### src/rtl/wb_pipe_if.sv
// wb_pipe_if -- bundles the MEM-stage instruction inputs, the forwarding
// query addresses and every write-back/forwarding output of wb_pipe.
//   master : drives the MEM-stage inputs and queries (pipeline side / bench)
//   slave  : the wb_pipe write-back stage itself
// Signals:
//   in_valid, stall, flush, rtype, lw, jal, ins, alu_res, mem_res, pc_link,
//   q_addr_a, q_addr_b                                  (master -> slave)
//   wb_we, wb_dest, wb_data, wb_valid,
//   fwd_hit_a, fwd_data_a, fwd_hit_b, fwd_data_b        (slave -> master)
interface wb_pipe_if #(
  parameter int DATA_W = 20,
  parameter int INS_W  = 20,
  parameter int RA_W   = 4
);
  logic              in_valid;
  logic              stall;
  logic              flush;
  logic              rtype;
  logic              lw;
  logic              jal;
  logic [INS_W-1:0]  ins;
  logic [DATA_W-1:0] alu_res;
  logic [DATA_W-1:0] mem_res;
  logic [DATA_W-1:0] pc_link;
  logic [RA_W-1:0]   q_addr_a;
  logic [RA_W-1:0]   q_addr_b;

  logic              wb_we;
  logic [RA_W-1:0]   wb_dest;
  logic [DATA_W-1:0] wb_data;
  logic              wb_valid;
  logic              fwd_hit_a;
  logic [DATA_W-1:0] fwd_data_a;
  logic              fwd_hit_b;
  logic [DATA_W-1:0] fwd_data_b;

  modport master (
    output in_valid, stall, flush, rtype, lw, jal, ins,
           alu_res, mem_res, pc_link, q_addr_a, q_addr_b,
    input  wb_we, wb_dest, wb_data, wb_valid,
           fwd_hit_a, fwd_data_a, fwd_hit_b, fwd_data_b
  );

  modport slave (
    input  in_valid, stall, flush, rtype, lw, jal, ins,
           alu_res, mem_res, pc_link, q_addr_a, q_addr_b,
    output wb_we, wb_dest, wb_data, wb_valid,
           fwd_hit_a, fwd_data_a, fwd_hit_b, fwd_data_b
  );
endinterface

### src/rtl/wb_pipe.sv
// wb_pipe -- write-back stage of a simple in-order pipeline.
// Captures the MEM-stage instruction (destination, data, write intent) into
// the WB register, issues exactly one register-file write per instruction even
// across long stalls, and keeps the last committed write in a DONE register so
// two forwarding ports can be served from WB (newest) or DONE (older).
// Ports:
//   clk  : single clock, rising edge
//   rst  : synchronous, active-high reset
//   bus  : wb_pipe_if.slave -- MEM-stage inputs, forwarding queries,
//          write-back and forwarding outputs
module wb_pipe #(
  parameter int DATA_W   = 20,
  parameter int INS_W    = 20,
  parameter int RA_W     = 4,
  parameter int RT_LSB   = 4,
  parameter int IT_LSB   = 8,
  parameter int LINK_REG = 15
) (
  input logic       clk,
  input logic       rst,
  wb_pipe_if.slave  bus
);

  typedef struct packed {
    logic              hit;
    logic [DATA_W-1:0] data;
  } fwd_t;

  // MEM-stage decode
  logic [RA_W-1:0]   mem_dest;
  logic [DATA_W-1:0] mem_data;
  logic              mem_intent;

  // WB register
  logic [RA_W-1:0]   wb_dest_q;
  logic [DATA_W-1:0] wb_data_q;
  logic              wb_intent_q;
  logic              wb_valid_q;
  logic              committed_q;

  // DONE register: last write actually issued to the register file
  logic [RA_W-1:0]   done_dest_q;
  logic [DATA_W-1:0] done_data_q;
  logic              done_valid_q;

  logic              wb_we;
  fwd_t              fwd_a;
  fwd_t              fwd_b;

  // jal wins over rtype for the destination; jal wins over lw for the data.
  always_comb begin
    // NOTE: every always_comb output gets a default first so no path leaves it
    // unassigned and no latch is inferred.
    mem_dest = bus.ins[IT_LSB +: RA_W];
    mem_data = bus.alu_res;
    if (bus.jal) begin
      mem_dest = RA_W'(LINK_REG);
      mem_data = bus.pc_link;
    end else begin
      if (bus.rtype) mem_dest = bus.ins[RT_LSB +: RA_W];
      if (bus.lw)    mem_data = bus.mem_res;
    end
    mem_intent = bus.in_valid & (bus.rtype | bus.lw | bus.jal) & (mem_dest != '0);
  end

  // The write fires once: committed is set after the write cycle and only
  // cleared when the WB register takes new contents.
  assign wb_we = wb_intent_q & ~committed_q;

  always_ff @(posedge clk) begin
    // NOTE: sequential state uses non-blocking assignments so every register
    // samples pre-edge values regardless of statement order.
    if (rst) begin
      wb_dest_q    <= '0;
      wb_data_q    <= '0;
      wb_intent_q  <= 1'b0;
      wb_valid_q   <= 1'b0;
      committed_q  <= 1'b0;
      done_dest_q  <= '0;
      done_data_q  <= '0;
      done_valid_q <= 1'b0;
    end else begin
      if (bus.flush) begin
        // Bubble; flush overrides stall.
        wb_dest_q   <= '0;
        wb_data_q   <= '0;
        wb_intent_q <= 1'b0;
        wb_valid_q  <= 1'b0;
        committed_q <= 1'b0;
      end else if (!bus.stall) begin
        wb_dest_q   <= mem_dest;
        wb_data_q   <= mem_data;
        wb_intent_q <= mem_intent;
        wb_valid_q  <= bus.in_valid;
        committed_q <= 1'b0;
      end else if (wb_we) begin
        committed_q <= 1'b1;
      end

      if (wb_we) begin
        done_dest_q  <= wb_dest_q;
        done_data_q  <= wb_data_q;
        done_valid_q <= 1'b1;
      end
    end
  end

  // Forwarding looks only at registered state; WB is newer than DONE.
  function automatic fwd_t lookup(input logic [RA_W-1:0] addr);
    fwd_t r;
    r = '0;
    if (addr != '0) begin
      if (wb_intent_q && wb_dest_q == addr) begin
        r.hit  = 1'b1;
        r.data = wb_data_q;
      end else if (done_valid_q && done_dest_q == addr) begin
        r.hit  = 1'b1;
        r.data = done_data_q;
      end
    end
    return r;
  endfunction

  always_comb begin
    fwd_a = lookup(bus.q_addr_a);
    fwd_b = lookup(bus.q_addr_b);
  end

  assign bus.wb_we      = wb_we;
  assign bus.wb_dest    = wb_dest_q;
  assign bus.wb_data    = wb_data_q;
  assign bus.wb_valid   = wb_valid_q;
  assign bus.fwd_hit_a  = fwd_a.hit;
  assign bus.fwd_data_a = fwd_a.data;
  assign bus.fwd_hit_b  = fwd_b.hit;
  assign bus.fwd_data_b = fwd_b.data;

endmodule

### src/flat_wrapper.sv
// flat-port wrapper written by rule: the top's interface ports become plain ports
module wb_pipe_flat 
#(
  parameter int DATA_W   = 20,
  parameter int INS_W    = 20,
  parameter int RA_W     = 4,
  parameter int RT_LSB   = 4,
  parameter int IT_LSB   = 8,
  parameter int LINK_REG = 15
)
  (clk, rst, bus_in_valid, bus_stall, bus_flush, bus_rtype, bus_lw, bus_jal, bus_ins, bus_alu_res, bus_mem_res, bus_pc_link, bus_q_addr_a, bus_q_addr_b, bus_wb_we, bus_wb_dest, bus_wb_data, bus_wb_valid, bus_fwd_hit_a, bus_fwd_data_a, bus_fwd_hit_b, bus_fwd_data_b);
  wb_pipe_if #(.DATA_W(DATA_W), .INS_W(INS_W), .RA_W(RA_W)) bus_i ();
  input logic clk;
  input logic rst;
  input wire logic [$bits(bus_i.in_valid)-1:0] bus_in_valid;
  input wire logic [$bits(bus_i.stall)-1:0] bus_stall;
  input wire logic [$bits(bus_i.flush)-1:0] bus_flush;
  input wire logic [$bits(bus_i.rtype)-1:0] bus_rtype;
  input wire logic [$bits(bus_i.lw)-1:0] bus_lw;
  input wire logic [$bits(bus_i.jal)-1:0] bus_jal;
  input wire logic [$bits(bus_i.ins)-1:0] bus_ins;
  input wire logic [$bits(bus_i.alu_res)-1:0] bus_alu_res;
  input wire logic [$bits(bus_i.mem_res)-1:0] bus_mem_res;
  input wire logic [$bits(bus_i.pc_link)-1:0] bus_pc_link;
  input wire logic [$bits(bus_i.q_addr_a)-1:0] bus_q_addr_a;
  input wire logic [$bits(bus_i.q_addr_b)-1:0] bus_q_addr_b;
  output wire logic [$bits(bus_i.wb_we)-1:0] bus_wb_we;
  output wire logic [$bits(bus_i.wb_dest)-1:0] bus_wb_dest;
  output wire logic [$bits(bus_i.wb_data)-1:0] bus_wb_data;
  output wire logic [$bits(bus_i.wb_valid)-1:0] bus_wb_valid;
  output wire logic [$bits(bus_i.fwd_hit_a)-1:0] bus_fwd_hit_a;
  output wire logic [$bits(bus_i.fwd_data_a)-1:0] bus_fwd_data_a;
  output wire logic [$bits(bus_i.fwd_hit_b)-1:0] bus_fwd_hit_b;
  output wire logic [$bits(bus_i.fwd_data_b)-1:0] bus_fwd_data_b;
  assign bus_i.in_valid = bus_in_valid;
  assign bus_i.stall = bus_stall;
  assign bus_i.flush = bus_flush;
  assign bus_i.rtype = bus_rtype;
  assign bus_i.lw = bus_lw;
  assign bus_i.jal = bus_jal;
  assign bus_i.ins = bus_ins;
  assign bus_i.alu_res = bus_alu_res;
  assign bus_i.mem_res = bus_mem_res;
  assign bus_i.pc_link = bus_pc_link;
  assign bus_i.q_addr_a = bus_q_addr_a;
  assign bus_i.q_addr_b = bus_q_addr_b;
  assign bus_wb_we = bus_i.wb_we;
  assign bus_wb_dest = bus_i.wb_dest;
  assign bus_wb_data = bus_i.wb_data;
  assign bus_wb_valid = bus_i.wb_valid;
  assign bus_fwd_hit_a = bus_i.fwd_hit_a;
  assign bus_fwd_data_a = bus_i.fwd_data_a;
  assign bus_fwd_hit_b = bus_i.fwd_hit_b;
  assign bus_fwd_data_b = bus_i.fwd_data_b;
  wb_pipe #(.DATA_W(DATA_W), .INS_W(INS_W), .RA_W(RA_W), .RT_LSB(RT_LSB), .IT_LSB(IT_LSB), .LINK_REG(LINK_REG)) u_core (.clk(clk), .rst(rst), .bus(bus_i));
endmodule
### config.mk
export PLATFORM = sky130hd
export DESIGN_NAME = wb_pipe_flat
export DESIGN_NICKNAME = d
export VERILOG_FILES = /design/src/rtl/wb_pipe_if.sv /design/src/rtl/wb_pipe.sv /design/src/flat_wrapper.sv
export SDC_FILE = /design/constraint.sdc
export NUM_CORES = 1
export LEC_CHECK = 0
export CORE_MARGIN = 2
export CORE_UTILIZATION = 37
export CTS_CLUSTER_DIAMETER = 80
export DETAILED_ROUTE_END_ITERATION = 8
export PLACE_DENSITY = 0.81
export SETUP_SLACK_MARGIN = 0.5
export SLEW_MARGIN = 20
export SYNTH_ARGS = -nofsm -noshare
export SYNTH_HDL_FRONTEND = slang
export SYNTH_SLANG_ARGS = --single-unit
### constraint.sdc
create_clock -name clk -period 1.85 [get_ports clk]
set_input_delay 0.2775 -clock clk [delete_from_list [all_inputs] [get_ports clk]]
set_output_delay 0.2775 -clock clk [all_outputs]
set_load 0.05 [all_outputs]
==> flow_metrics.py, run 1 <==
metrics = {
    "cells_and_area": {
        "drive_above_1_share_pct": 32.0,
        "areaGrowthSynthToFinish_pct": 89.5,
        "fin_cells": 719,
        "design_area_sq_um": 6550,
        "most-common-layout-cells": "113 x nand2_1, 73 x clkdlybuf4s50_1, 59 x buf_12",
        "fin_nets": 702,
        "utilization_pct": 71.5,
        "mostFrequentLayoutCell": "nand2_1",
    },
    "floorplanning": {
        "die_h_um": 101,
        "fp.dieW_um": 101,
        "initial_core_util_pct": 37.7,
        "io_pins": 164,
        "rows": 35,
        "coreArea_sq_um": 9150,
        "design.die.area_sq_um": 10100,
    },
    "setup_path": {
        "cp_max_fo": 7,
        "cp_data_arrival_time_ps": 2040,
        "crit_path_start_kind": "flop",
        "slowest_stage": "dfxtp_4",
        "crit_type": "flop to primary output",
        "crit_buf_inv": 4,
        "crit_family": "buffers and inverters",
        "endpoint_kind": "primary output",
        "critPathRequiredTime_ps": 1570,
        "r2r_cells": 6,
        "cp.depth": 8,
        "cp_slowest_stage_delay_ps": 360,
        "path_cells": "buf_6 -> xnor2_2 -> nand2_2 -> nor4_4 -> buf_6 -> buf_12 -> mux2i_4 -> buf_12",
    },
    "placed_design": {
        "dp.cells": 699,
        "place_ws_ps": -528,
        "placed_cell_area_sq_um": 6140,
        "place.gp.congestion": 0.923,
        "dpl.hpwl_um": 9580,
        "io_buffers": 151,
    },
    "clock_network": {
        "cts_sinks": 52,
        "cts_root_buf": "clkbuf_8",
        "clk_pin_slew_ps": 100,
        "cts_htree_levels": 2,
        "cts_buffers": 5,
        "tritoncts": "built",
        "clock_path_buffers": 2,
        "clk_latency_ps": 300,
    },
    "synthesis": {
        "seq_area_frac_synth_pct": 30.1,
        "synth.top_cell.area_share_pct": 30.1,
        "ys_types": 29,
        "syn_inst": 445,
        "ys_ff_latch": 52,
        "synth-edff-count": 0,
        "async_reset_ff_share_pct": 0,
        "synth.largest_area_cell": "dfxtp_1",
        "ys.flop_type": "dfxtp_1",
        "synthesis.nets": 541,
        "synth_warnings": 0,
        "synth_area_per_cell_sq_um": 7.76,
        "synth_area_sq_um": 3450,
        "ys_top_cells_by_area": "dfxtp_1 30%, mux2i_1 17%, nand2_1 12%",
    },
    "timing": {
        "worstMarginPinSlew_ps": 405,
        "rsz0062_at_grt": "true",
        "slew_headroom_pct": 72.9,
        "setup_viol": 42,
        "finalCriticalPeriod_ps": 2320,
        "hold_viol": 0,
        "setup_ws_ps": -466,
        "fin_crit_sh_pct": 125,
        "maxSlewViolCount": 0,
        "clock.fmax_mhz": 432,
        "fin_worst_skew_ps": 8.20,
    },
    "power_and_ir_drop": {
        "p_sw_mw": 0.753,
        "power.total_mw": 2.76,
        "ir_worst_vdd_mv": 0.276,
        "power_frac_seq_pct": 42.6,
        "power_leakage_nw": 2.33,
        "p_int_mw": 2.01,
        "pwr-share-clk_pct": 33.4,
        "combPwrFrac_pct": 24.0,
        "power.density_nw_per_um2": 422,
        "swShare_pct": 27.3,
    },
    "outcome": {
        "outcome": "finished, violations left",
        "violations": "negative setup slack",
    },
    "detailed_routing": {
        "vias": 4041,
        "routed_via_density": 5.62,
        "avgRoutedWirePerCell_um": 18.9,
        "wl_um": 13600,
        "drtPass1Iterations": 6,
        "route.detailed.drc": 0,
        "ant_nets": 0,
        "drt_iter0_drc": 259,
    },
    "worst_hold_path": {
        "hp-class": "flop to flop",
        "min_path_cells": 2,
    },
    "global_routing": {
        "grt_pass1_wl_um": 20300,
        "grt_max_degree": 42,
        "antenna_found_initial": 0,
        "grt_usage_pct": 25.4,
        "grt_pass1_vias": 3955,
        "grt_remaining_overflow": 0,
    },
    "job": {
        "max-cap-violations": 0,
    },
}
Yosys cell counts, types with 10 or more instances:
cell and n:
dfxtp_1 52, o21ai_1 14, a21oi_1 44, mux2i_1 60, nand2_1 114, buf_2 12
clkbuf_1 11, nor2_1 22, nand4_1 41, xor2_1 12, buf_6 18, o21ai_0 10
worst paths after layout:
check / to / slack (ps) / start
worst max register to register: u_core.done_dest_q[2] / 580 / u_core.wb_intent_q
worst min register to register: u_core.done_valid_q / 490 / u_core.done_valid_q
worst max-delay path: bus_fwd_data_b[5] / -470 / u_core.bus.wb_dest[1]
worst min-delay path: u_core.done_valid_q / 490 / u_core.done_valid_q
layer usage:
metal	global-route usage, %	part of all wire [%]
met1	30.8	37
met2	45.3	54
met3	3.26	5.8
met4	10.4	3.2
met5	0	0
worst reg2reg max path, stage by stage, from the launching register on:
cell	delay, ps
dfxtp_4	380
buf_6	120
nand2b_4	60
inv_4	80
buf_4	240
nand2_1	130
a21oi_1	190
power groups by stage:
| stage | clock, mW | combinational, mW | sequential [mW] |
|---|---|---|---|
| after CTS | 0.923 | 0.637 | 1.18 |
| after detailed placement | 0 | 0.620 | 1.20 |
| after global routing | 0.966 | 0.705 | 1.18 |
| final | 0.923 | 0.664 | 1.18 |
| after global placement | 0 | 0.605 | 1.20 |
| after floorplan | 0 | 0.252 | 1.26 |
flip-flops by register name (all words and copies together), names as in the netlist:
name / count
u_core.bus.wb_data: 20
u_core.done_data_q: 20
u_core.bus.wb_dest: 4
u_core.done_dest_q: 4
u_core.bus.wb_valid: 1
u_core.committed_q: 1
u_core.done_valid_q: 1
u_core.wb_intent_q: 1
per-stage QoR:
step	hold WS (ps)	setup TNS, ps
5_1_grt	503	-18630
3_3_place_gp	427	-18910
3_5_place_dp	434	-20170
4_1_cts	466	-16410
2_1_floorplan	410	-6740
6_report	487	-16110
layout make-up:
class	instances	area (sq um)
Clock inverter	2	60.1
Timing Repair Buffer	197	2520
Multi-Input combinational cell	349	2670
Fill cell	636	2610
Inverter	1	6.26
Antenna cell	1	2.50
Sequential cell	52	1070
Clock buffer	6	72.6
Tap cell	111	139
repair_timing:
action,4_1_cts,5_1_grt
pin swaps,6,4
setup endpoints to repair,57,55
cloned,2,1
hold buffers,0,0
gates resized for setup,28,26
buffers inserted,6,2
logic make-up (layout without fill, tap and decap cells):
| group | count (synthesis) | in the layout | share of synthesized area (%) |
|---|---|---|---|
| AND/OR/NAND/NOR | 195 | 195 | 27.0 |
| multiplexers | 60 | 60 | 17.4 |
| flip-flops | 52 | 52 | 30.1 |
| AO/OA/AOI/OAI | 78 | 78 | 12.2 |
| XOR/XNOR | 16 | 16 | 4.06 |
| other | 0 | 1 | 0 |
| buffers and inverters | 44 | 206 | 9.24 |
No activity file was read; power rests on OpenSTA's default activity.
==> run 2, diff against run 1 <==
- CELL_PAD_IN_SITES_DETAIL_PLACEMENT: unset -> 1
- CELL_PAD_IN_SITES_GLOBAL_PLACEMENT: unset -> 1
- CORE_UTILIZATION: 37 -> 29
- PLACE_DENSITY: 0.81 -> 0.89
- RECOVER_POWER: unset -> 50
==> run 2 against run 1 <==
  * The flow finishes with violations (design-rule violations, negative setup slack)
  * Clock skew decreased by 2.0 ps
  * Largest power group unchanged
  * Sequential power about the same
  * Global-route usage rose by 2.2 points
  * Non-clock buffer count increased by 13
  * Combinational power grew 5.6%
  * Worst hold slack worse by 6.4 ps
  * Final cell count up 6.3%
  * Power grew 7.5%
  * Via count grew 6.0%
  * Clock-buffer cell count did not move
  * First-iteration DRC count fell by 22%
  * Worst setup slack got worse by 72 ps
  * Critical path type unchanged
==> flow_metrics.py, run 2 (synthesis results as in run 1) <==
metrics = {
    "cells_and_area": {
        "design_area_sq_um": 6760,
        "fin_nets": 715,
        "seqCellArea_sq_um": 1070,
        "utilization_pct": 58.7,
        "most-common-layout-cells": "113 x nand2_1, 70 x clkdlybuf4s50_1, 60 x buf_12",
        "multiInputGateArea_sq_um": 2690,
        "fillers": 1246,
        "mostFrequentLayoutCell": "nand2_1",
        "drive_above_1_share_pct": 31.8,
        "areaGrowthSynthToFinish_pct": 95.9,
    },
    "setup_path": {
        "cp_slowest_stage_delay_ps": 380,
        "cp_data_arrival_time_ps": 2110,
        "crit_top_cell": "buf_12",
        "slowest_stage": "dfxtp_4",
        "cp_max_fo": 5,
        "endpoint_kind": "primary output",
        "crit_path_start_kind": "flop",
        "path_cells": "xnor2_2 -> nand2_2 -> nor4_4 -> buf_6 -> buf_12 -> buf_16 -> mux2i_4 -> buf_12",
        "critPathRequiredTime_ps": 1570,
        "crit_type": "flop to primary output",
    },
    "global_routing": {
        "grt_remaining_overflow": 0,
        "grt_usage_pct": 27.6,
        "grt_max_degree": 42,
        "antenna_found_initial": 1,
        "grt_pass1_wl_um": 27300,
        "grt_pass1_vias": 4672,
    },
    "floorplanning": {
        "coreArea_sq_um": 11500,
        "initial_core_util_pct": 30.0,
        "die_h_um": 113,
        "rows": 39,
        "fp.dieW_um": 113,
        "design.die.area_sq_um": 12800,
        "io_pins": 164,
    },
    "detailed_routing": {
        "ant_nets": 0,
        "wl_um": 17700,
        "route.detailed.drc": 2,
        "drtPass1Iterations": 6,
        "avgRoutedWirePerCell_um": 23.2,
        "routed_via_density": 5.61,
        "vias": 4283,
        "drt_iter0_drc": 202,
    },
    "timing": {
        "setup_ws_ps": -537,
        "rsz0062_at_grt": "true",
        "fin_crit_sh_pct": 129,
        "slew_headroom_pct": 48.6,
        "maxSlewViolCount": 0,
        "setup_viol": 42,
        "hold_viol": 0,
        "fin_worst_skew_ps": 6.24,
        "clock.fmax_mhz": 419,
        "finalCriticalPeriod_ps": 2390,
        "worstMarginPinSlew_ps": 771,
    },
    "power_and_ir_drop": {
        "ir_worst_vdd_mv": 0.362,
        "p_int_mw": 2.08,
        "combPwrFrac_pct": 23.6,
        "pwr-share-clk_pct": 36.6,
        "swShare_pct": 30.0,
        "power_frac_seq_pct": 39.8,
        "power_leakage_nw": 2.40,
        "p_sw_mw": 0.891,
        "power.density_nw_per_um2": 439,
    },
    "clock_network": {
        "cts_buffers": 5,
        "cts_sinks": 52,
        "clk_pin_slew_ps": 70,
        "cts_root_buf": "clkbuf_16",
        "clk_latency_ps": 300,
        "clock_path_buffers": 2,
        "tritoncts": "built",
        "cts_htree_levels": 2,
        "holdBufCountCts": 0,
    },
    "placed_design": {
        "io_buffers": 151,
        "place.gp.congestion": 0.806,
        "dpl.hpwl_um": 11400,
        "placed_cell_area_sq_um": 6140,
    },
    "worst_hold_path": {
        "hp-class": "flop to flop",
    },
    "job": {
        "max-cap-violations": 0,
    },
    "outcome": {
        "violations": "design-rule violations, negative setup slack",
        "outcome": "finished, violations left",
    },
}
-- run 2: cell count changes in the layout (fill, tap and decap cells not counted), sizes merged --
cell,before,now
bufinv,2,0
dlygate4sd2,9,6
clkdlybuf4s50,73,70
dlymetal6s2s,1,2
clkdlybuf4s15,0,4
inv,1,3
dlygate4sd3,0,1
buf,113,110
clkbuf,7,23
-- run 2: power groups by stage --
| stage | logic [mW] | registers [mW] | clock network, mW |
|---|---|---|---|
| final | 0.701 | 1.18 | 1.09 |
| after global routing | 0.743 | 1.19 | 1.13 |
| after CTS | 0.696 | 1.18 | 1.07 |
| after detailed placement | 0.635 | 1.21 | 0 |
| after global placement | 0.610 | 1.20 | 0 |
| after floorplan | 0.252 | 1.26 | 0 |
-- run 2: metal layers --
layer | track usage (%) | wire [um]
met4 | 12.8 | 718
met2 | 52.0 | 9680
met3 | 3.27 | 867
met5 | 0 | 0
met1 | 30.7 | 6440
-- run 2: layout make-up --
class	count	area share (%)
well taps	143	2.65
diodes	1	0.0370
clock buffers	6	2.22
clock inverters	2	0.296
flip-flops and latches	52	15.8
repair buffers	210	39.2
multi-input cells	349	39.8
inverters	1	0.0555
-- run 2: what timing repair did --
| item | 4_1_cts | 5_1_grt |
|---|---|---|
| cloned | 7 | 0 |
| pin swaps | 13 | 3 |
| endpoints found under the hold margin | 0 | 0 |
| resized for setup | 58 | 16 |
| setup buffers | 13 | 4 |
| setup endpoints to repair | 62 | 74 |
-- run 2: worst paths after layout --
path | start | to | slack (ps) | depth (start not counted)
worst max-delay path | u_core.bus.wb_dest[1] | bus_fwd_data_b[11] | -540 | 8
worst min-delay path | u_core.committed_q | u_core.committed_q | 480 | 1
worst max register to register | u_core.wb_intent_q | u_core.done_data_q[1] | 70 | 6
worst min register to register | u_core.committed_q | u_core.committed_q | 480 | 1
-- run 2: metrics by stage --
step / setup TNS (ps) / hold slack (ps) / setup WS (ps) / std cells / power, mW
after detailed placement: -22170 / 447 / -584 / 731 / 1.84
final: -20080 / 480 / -537 / 764 / 2.97
after CTS: -17390 / 474 / -501 / 759 / 2.95
after global routing: -22250 / 497 / -587 / 764 / 3.06
after global placement: -20210 / 426 / -518 / 731 / 1.81
after floorplan: -6740 / 410 / -195 / 445 / 1.51
-- run 2: worst max-delay path, delay by kind of cell, from the launching register on --
family / cells / cell delay (ps)
xor+xnor: 1 / 150
simple gates: 2 / 400
buf+inv: 4 / 600
mux: 1 / 260
flops: 1 / 380
==> run 3, diff against run 2 <==
- PLACE_DENSITY: 0.89 -> 0.84
- SETUP_SLACK_MARGIN: 0.5 -> unset
==> run 3 against run 2 <==
  * The run still ends with design-rule violations, negative setup slack left
  * Critical endpoint is now bus_fwd_data_b[17]
  * Non-clock buffer count is 1 lower
  * Critical path type unchanged
  * Clock-buffer cell count down 1
  * Final area rose by 0.67%
  * Power is 2.7% lower
  * Clock power shrank 10%
==> flow_metrics.py, run 3 (synthesis results as in run 1) <==
metrics = {
    "clock_network": {
        "tritoncts": "built",
        "cts_sinks": 52,
        "clock_path_buffers": 2,
        "clk_latency_ps": 310,
        "cts_root_buf": "clkbuf_16",
        "cts_buffers": 5,
        "clk_pin_slew_ps": 70,
        "holdBufCountCts": 0,
        "cts_htree_levels": 2,
    },
    "cells_and_area": {
        "mostFrequentLayoutCell": "nand2_1",
        "utilization_pct": 59.1,
        "fillers": 1263,
        "drive_above_1_share_pct": 32.8,
        "areaGrowthSynthToFinish_pct": 97.2,
        "seqCellArea_sq_um": 1060,
        "fin_cells": 762,
        "fin_nets": 714,
        "multiInputGateArea_sq_um": 2740,
        "most-common-layout-cells": "111 x nand2_1, 75 x clkdlybuf4s50_1, 63 x buf_12",
    },
    "setup_path": {
        "endpoint_kind": "primary output",
        "crit_path_start_kind": "flop",
        "crit_type": "flop to primary output",
        "critPathRequiredTime_ps": 1570,
        "cp_data_arrival_time_ps": 2030,
        "slowest_stage": "dfxtp_4",
        "cp_slowest_stage_delay_ps": 380,
        "cp_max_fo": 8,
        "path_cells": "xor2_2 -> nor4_4 -> buf_12 -> buf_12 -> mux2i_4 -> buf_12",
        "startpoint": "u_core.bus.wb_dest[3]",
        "crit_top_cell": "buf_12",
        "r2r_start": "u_core.wb_intent_q",
    },
    "global_routing": {
        "grt_remaining_overflow": 0,
        "grt_usage_pct": 28.3,
        "grt_max_degree": 28,
        "grt_pass1_vias": 4779,
        "antenna_found_initial": 1,
        "grt_pass1_wl_um": 28200,
    },
    "placed_design": {
        "place_ws_ps": -534,
        "io_buffers": 151,
        "dpl.hpwl_um": 11300,
        "dp.cells": 737,
        "place.gp.congestion": 0.868,
    },
    "detailed_routing": {
        "drtPass1Iterations": 7,
        "routed_via_density": 5.65,
        "wl_um": 18600,
        "route.detailed.drc": 4,
        "vias": 4306,
        "ant_nets": 0,
        "avgRoutedWirePerCell_um": 24.4,
        "drt_iter0_drc": 336,
    },
    "power_and_ir_drop": {
        "power.density_nw_per_um2": 425,
        "ir_worst_vdd_mv": 0.353,
        "power.total_mw": 2.89,
        "power_leakage_nw": 2.39,
    },
    "floorplanning": {
        "io_pins": 164,
        "initial_core_util_pct": 30.0,
        "coreArea_sq_um": 11500,
        "rows": 39,
        "design.die.area_sq_um": 12800,
        "fp.dieW_um": 113,
        "die_h_um": 113,
    },
    "outcome": {
        "violations": "design-rule violations, negative setup slack",
        "outcome": "finished, violations left",
    },
    "job": {
        "max-cap-violations": 0,
    },
    "timing": {
        "clock.fmax_mhz": 434,
        "fin_worst_skew_ps": 12.3,
        "rsz0062_at_grt": "true",
        "fin_crit_sh_pct": 125,
        "setup_ws_ps": -454,
        "worstMarginPinSlew_ps": 628,
        "maxSlewViolCount": 0,
        "timing.hold.ws_ps": 486,
        "finalCriticalPeriod_ps": 2300,
        "setup_viol": 42,
        "hold_viol": 0,
        "slew_headroom_pct": 58.3,
    },
    "worst_hold_path": {
        "hp-class": "flop to flop",
        "hp-start": "u_core.committed_q",
    },
}
==> run 3: area by class of cell <==
class | instances | share of cell area, %
clock inverters | 2 | 0.239
flip-flops and latches | 52 | 15.6
repair buffers | 209 | 39.3
diodes | 1 | 0.0368
multi-input cells | 349 | 40.3
well taps | 143 | 2.63
inverters | 1 | 0.0551
clock buffers | 5 | 1.84
==> run 3: worst paths after layout <==
kind / slack [ps] / end / depth (start not counted)
worst max-delay path: -450 / bus_fwd_data_b[17] / 6
worst min-delay path: 490 / u_core.committed_q / 1
worst max register to register: 180 / u_core.done_data_q[10] / 6
worst min register to register: 490 / u_core.committed_q / 1
==> run 3: repair_timing <==
item / CTS / global route
endpoints found under the setup margin: 42 / 42
resized for setup: 46 / 12
pin swaps: 21 / 3
hold endpoints to repair: 0 / 0
setup buffers: 8 / 3
gates cloned: 8 / 0
==> run 3: per-layer routing <==
layer / GRT usage (%) / wire [um] / vias to the layer above
li1: - / - / 1901
met3: 4.18 / 1240 / 67
met1: 33.3 / 6940 / 2094
met5: 0 / 0 / -
met4: 15.0 / 926 / 0
met2: 49.7 / 9480 / 244
==> run 3: stage by stage <==
stage,setup TNS (ps),instance area (sq um)
CTS,-14570,6800
global route,-17660,6810
detailed placement,-20030,6250
global placement,-18500,6250
floorplan,-6740,3980
finish,-15700,6810
==> run 3: critical path: cells and delay by family, from the launching register on <==
kind / cells / cell delay (ps)
flops: 1 / 380
simple gates: 1 / 320
buf+inv: 3 / 530
xor+xnor: 1 / 210
mux: 1 / 280
==> run 3: power by group <==
group	leakage (nW)	switching, mW	internal [mW]
registers	0.426	0.0466	1.14
clock network	0.0663	0.475	0.501
logic	1.90	0.375	0.355
